--- src/rtl/refresh_sm.sv ---
// DRAM auto-refresh sequencer: one AUTO REFRESH per request,
// then a fixed NOP recovery window, chaining on its final cycle.
module refresh_sm #(
    parameter int WAIT_CYCLES = 9
) (
    input  logic clk,
    input  logic reset_n,
    input  logic Refresh_Signal,
    output logic CS,
    output logic RAS,
    output logic CAS,
    output logic WE
);

    localparam int CW = $clog2(WAIT_CYCLES + 1);
    localparam logic [CW-1:0] LAST = CW'(WAIT_CYCLES - 1);

    typedef enum logic [1:0] {
        IDLE    = 2'b00,
        REFRESH = 2'b01,
        WAIT    = 2'b10,
        ILLEGAL = 2'b11
    } state_t;

    state_t        state_q, state_d;
    logic [CW-1:0] cnt_q, cnt_d;
    logic [3:0]    cmd;

    always_ff @(posedge clk or negedge reset_n) begin
        if (!reset_n) begin
            state_q <= IDLE;
            cnt_q   <= '0;
        end else begin
            state_q <= state_d;
            cnt_q   <= cnt_d;
        end
    end

    always_comb begin
        state_d = state_q;
        cnt_d   = cnt_q;
        cmd     = 4'b1111;
        case (state_q)
            IDLE: begin
                if (Refresh_Signal) state_d = REFRESH;
            end
            REFRESH: begin
                cmd     = 4'b0001;
                state_d = WAIT;
                cnt_d   = '0;
            end
            WAIT: begin
                cmd = 4'b0111;
                // Only the last NOP cycle looks at the request
                if (cnt_q == LAST) begin
                    cnt_d   = '0;
                    state_d = Refresh_Signal ? REFRESH : IDLE;
                end else begin
                    cnt_d = cnt_q + CW'(1);
                end
            end
            default: begin
                state_d = IDLE;
                cnt_d   = '0;
            end
        endcase
    end

    assign {CS, RAS, CAS, WE} = cmd;

endmodule

--- config.mk ---
export PLATFORM = sky130hd
export DESIGN_NAME = refresh_sm
export DESIGN_NICKNAME = d
export VERILOG_FILES = /design/src/rtl/refresh_sm.sv
export SDC_FILE = /design/constraint.sdc
export NUM_CORES = 1
export LEC_CHECK = 0
export BUFFER_PORTS_ARGS = -buffer_cell sky130_fd_sc_hd__buf_2
export CAP_MARGIN = 20
export CORE_AREA = 2 2 39 41
export CTS_BUF_LIST = sky130_fd_sc_hd__clkbuf_2 sky130_fd_sc_hd__clkbuf_4 sky130_fd_sc_hd__clkbuf_8
export DETAILED_ROUTE_END_ITERATION = 8
export DIE_AREA = 0 0 41 43
export PLACE_DENSITY = 0.62
export SYNTH_ARGS = -nofsm -noshare
export SYNTH_HDL_FRONTEND = slang
export SYNTH_SLANG_ARGS = --single-unit
export TNS_END_PERCENT = 10
--- constraint.sdc ---
create_clock -name clk -period 3.1 [get_ports clk]
set_input_delay 0.465 -clock clk [delete_from_list [all_inputs] [get_ports clk]]
set_output_delay 0.465 -clock clk [all_outputs]
set_load 0.01 [all_outputs]
==> metrics <==
cts hold-fix bufs=0; critical path, cell by cell=inv_1, ha_1, inv_1, buf_2; vias in the first global route=288; die span in x=41 µm; DRT Pass-1 Iters=4; largest net degree at the start of global routing=10; fraction of final layout cells sized beyond drive strength 1=approximately a quarter; pwr dens=770 mW/mm²; Worst Setup Start Kind=flop; first-pass GRT wire length=1170 µm; synthesis warning total=0; Syn-to-layout area delta=10.1%; Logic pwr share=48.8%; VDD IR max=roughly 0.00021 V; switch share=between 40 and 50%; PnR worst setup slack=around 1.4 ns; slowest stage delay, CP=0.40 ns; Placed Cells incl. Taps=between 60 and 70; Synth Area per Inst=around 10 µm²; CORE AREA=around 0.0014 mm²; Initial Util=32.3%; overflow left after global routing=0; pre-CTS WS=between 1.5 and 2 ns; H-tree depth=1; full die area=0.00176 mm²; Final Setup Violations=0; final net count=63; multi-input logic area=251 µm²; RSZ-0062 raised after global routing=false; Final Max Tran Viols=0; Final Critical Period=1.67 ns; worst r2r src=state_q[0]; DRC viols=0; Syn Std Cell Area=447 µm²; clk slew on worst S/H paths=0.05 ns; via-per-instance ratio=about 4.7; Post-Synthesis Net Count=56; crit path DAT=1.21 ns; unique cell type count in the Yosys netlist=19; Slowest-stage cell, CP=dfrtp_1; Total Routed Length=roughly 740 µm; Setup crit end kind=output pin; final setup TNS=0 ns; register area share after synthesis=33.6%; hold slack=between 0.03 and 0.04 ns; port buffer count=5; Diodes inserted=0; status=finished, final reports clean; Detailed Place HPWL=566 µm; clk_lat worst skew=roughly 0.25 ns; FMAX=597 MHz; routability cong.=~0.71; row count=14; CTS resizes=0; register share of total power=between 30% and 40%; initial DRC count=7; Clock Root Buffer=clkbuf_4; Most Frequent Cell on Critical Path=inv_1; Final ANT Viol Nets=0; Req. time, crit path=between 2 and 3 ns; Tot GR Track Use=10.4%; initial antenna violation count=0; Gate Count Post-Synth=between 40 and 50; register area=between 150 and 200 µm²; Final Hold Vio Count=0; Crit Path Class=flop to output pin; Clock power frac=20.2%; synthesis-stage register bit count=6; switching pwr=about 150 µW; CP startpoint=state_q[0]; hold crit path type=input pin to async pin; skew final=~0.0019 ns; CTS buffer count=3; clock tree from TritonCTS=built; Post-Layout Cell Count=67; vias=318; setup bufs post-CTS=0; CTS max path bufs=2; IO Count=7; P_int=approximately 230 µW; die height=about 43 µm; CP max FO=4; CTS Sinks=6; Filler Cells Inserted=~140; Lkg Pwr=around 0.25 nW; max-cap violations=0; total power draw=around 380 µW; per-cell routed wire length=about 11 µm; Tcrit/Tclk final=54.0%
through the flow:
step | cell area [µm²] | util [%]
final | 492 | 35.5
after floorplan | 447 | -
after global placement | 469 | 33.9
after global routing | 492 | 35.5
after detailed placement | 469 | 33.9
after CTS | 492 | 35.5
state kept, by name (all words and copies together), names as in the netlist:
| register | count |
|---|---|
| cnt_q | 4 |
| state_q | 2 |
placed cells by master (no fill, tap or decap):
| cell type | count |
|---|---|
| a21oi_2 | 1 |
| buf_2 | 5 |
| clkbuf_4 | 3 |
| conb_1 | 1 |
| dfrtp_1 | 6 |
| ha_1 | 7 |
| inv_1 | 6 |
| mux2_4 | 1 |
| mux2i_1 | 1 |
| nand2_1 | 5 |
| nand2b_1 | 1 |
| nand3_1 | 1 |
| nand3b_1 | 1 |
| nand3b_4 | 1 |
| nor2_1 | 2 |
| nor2b_1 | 1 |
| nor2b_4 | 1 |
| nor3b_1 | 1 |
| o21ai_0 | 5 |
| o2bb2ai_1 | 1 |
worst paths after layout:
kind / endpoint / depth (start not counted) / slack [ns]
hold / removal: state_q[0] / 1 / 0.04
hold reg to reg: cnt_q[1] / 2 / 0.57
max in group asynchronous: cnt_q[1] / 1 / 2.91
min in group clk: cnt_q[1] / 2 / 0.57
setup / recovery: CS / 4 / 1.43
setup reg to reg: state_q[1] / 5 / 1.58
worst max-delay path: cells and delay by family (launching register included):
kind | cells | cell delay [ns]
adders and majority gates | 1 | 0.30
buffers and inverters | 3 | 0.26
DFF | 1 | 0.40
cell usage after synthesis, drive strengths merged:
master | n | area (µm²)
ha | 7 | 87.6
dfrtp | 6 | 150
inv | 6 | 22.5
nand2 | 5 | 18.8
o21ai | 5 | 25.0
buf | 3 | 22.5
nand3b | 2 | 27.5
nor2 | 2 | 7.51
nor2b | 2 | 20.0
a21oi | 1 | 8.76
conb | 1 | 3.75
mux2 | 1 | 15.0
mux2i | 1 | 10.0
nand2b | 1 | 6.26
nand3 | 1 | 5.00
nor3b | 1 | 7.51
o2bb2ai | 1 | 8.76
power groups by stage:
stage               Clock (mW)  Combinational, mW  Sequential (mW)
floorplan                    0              0.156            0.112
global placement             0              0.182            0.117
detailed placement           0              0.186            0.118
CTS                     0.0769              0.187            0.117
global route            0.0800              0.210            0.120
finish                  0.0764              0.185            0.118
area by class of cell:
type | instances | area share [%]
Clock buffer | 3 | 4.58
Timing Repair Buffer | 5 | 5.09
Sequential cell | 6 | 30.5
Inverter | 6 | 4.58
Tap cell | 16 | 4.07
Multi-Input combinational cell | 31 | 51.1
routing by layer:
layer | share of wire [%] | global-route usage [%] | up-vias
met5 | 0 | 0 | -
met4 | 1.1 | 8.00 | 0
met3 | 5.3 | 3.14 | 2
met2 | 45 | 14.1 | 5
met1 | 48 | 13.1 | 153
li1 | - | - | 158
cells by family after synthesis:
logic type	synth area share [%]
compound gates	9.52
flops	33.6
mux	5.60
fa+ha+maj	19.6
buf+inv	10.1
simple gates	20.7
other cells	0.840
Power figures use the tool's default switching activity.
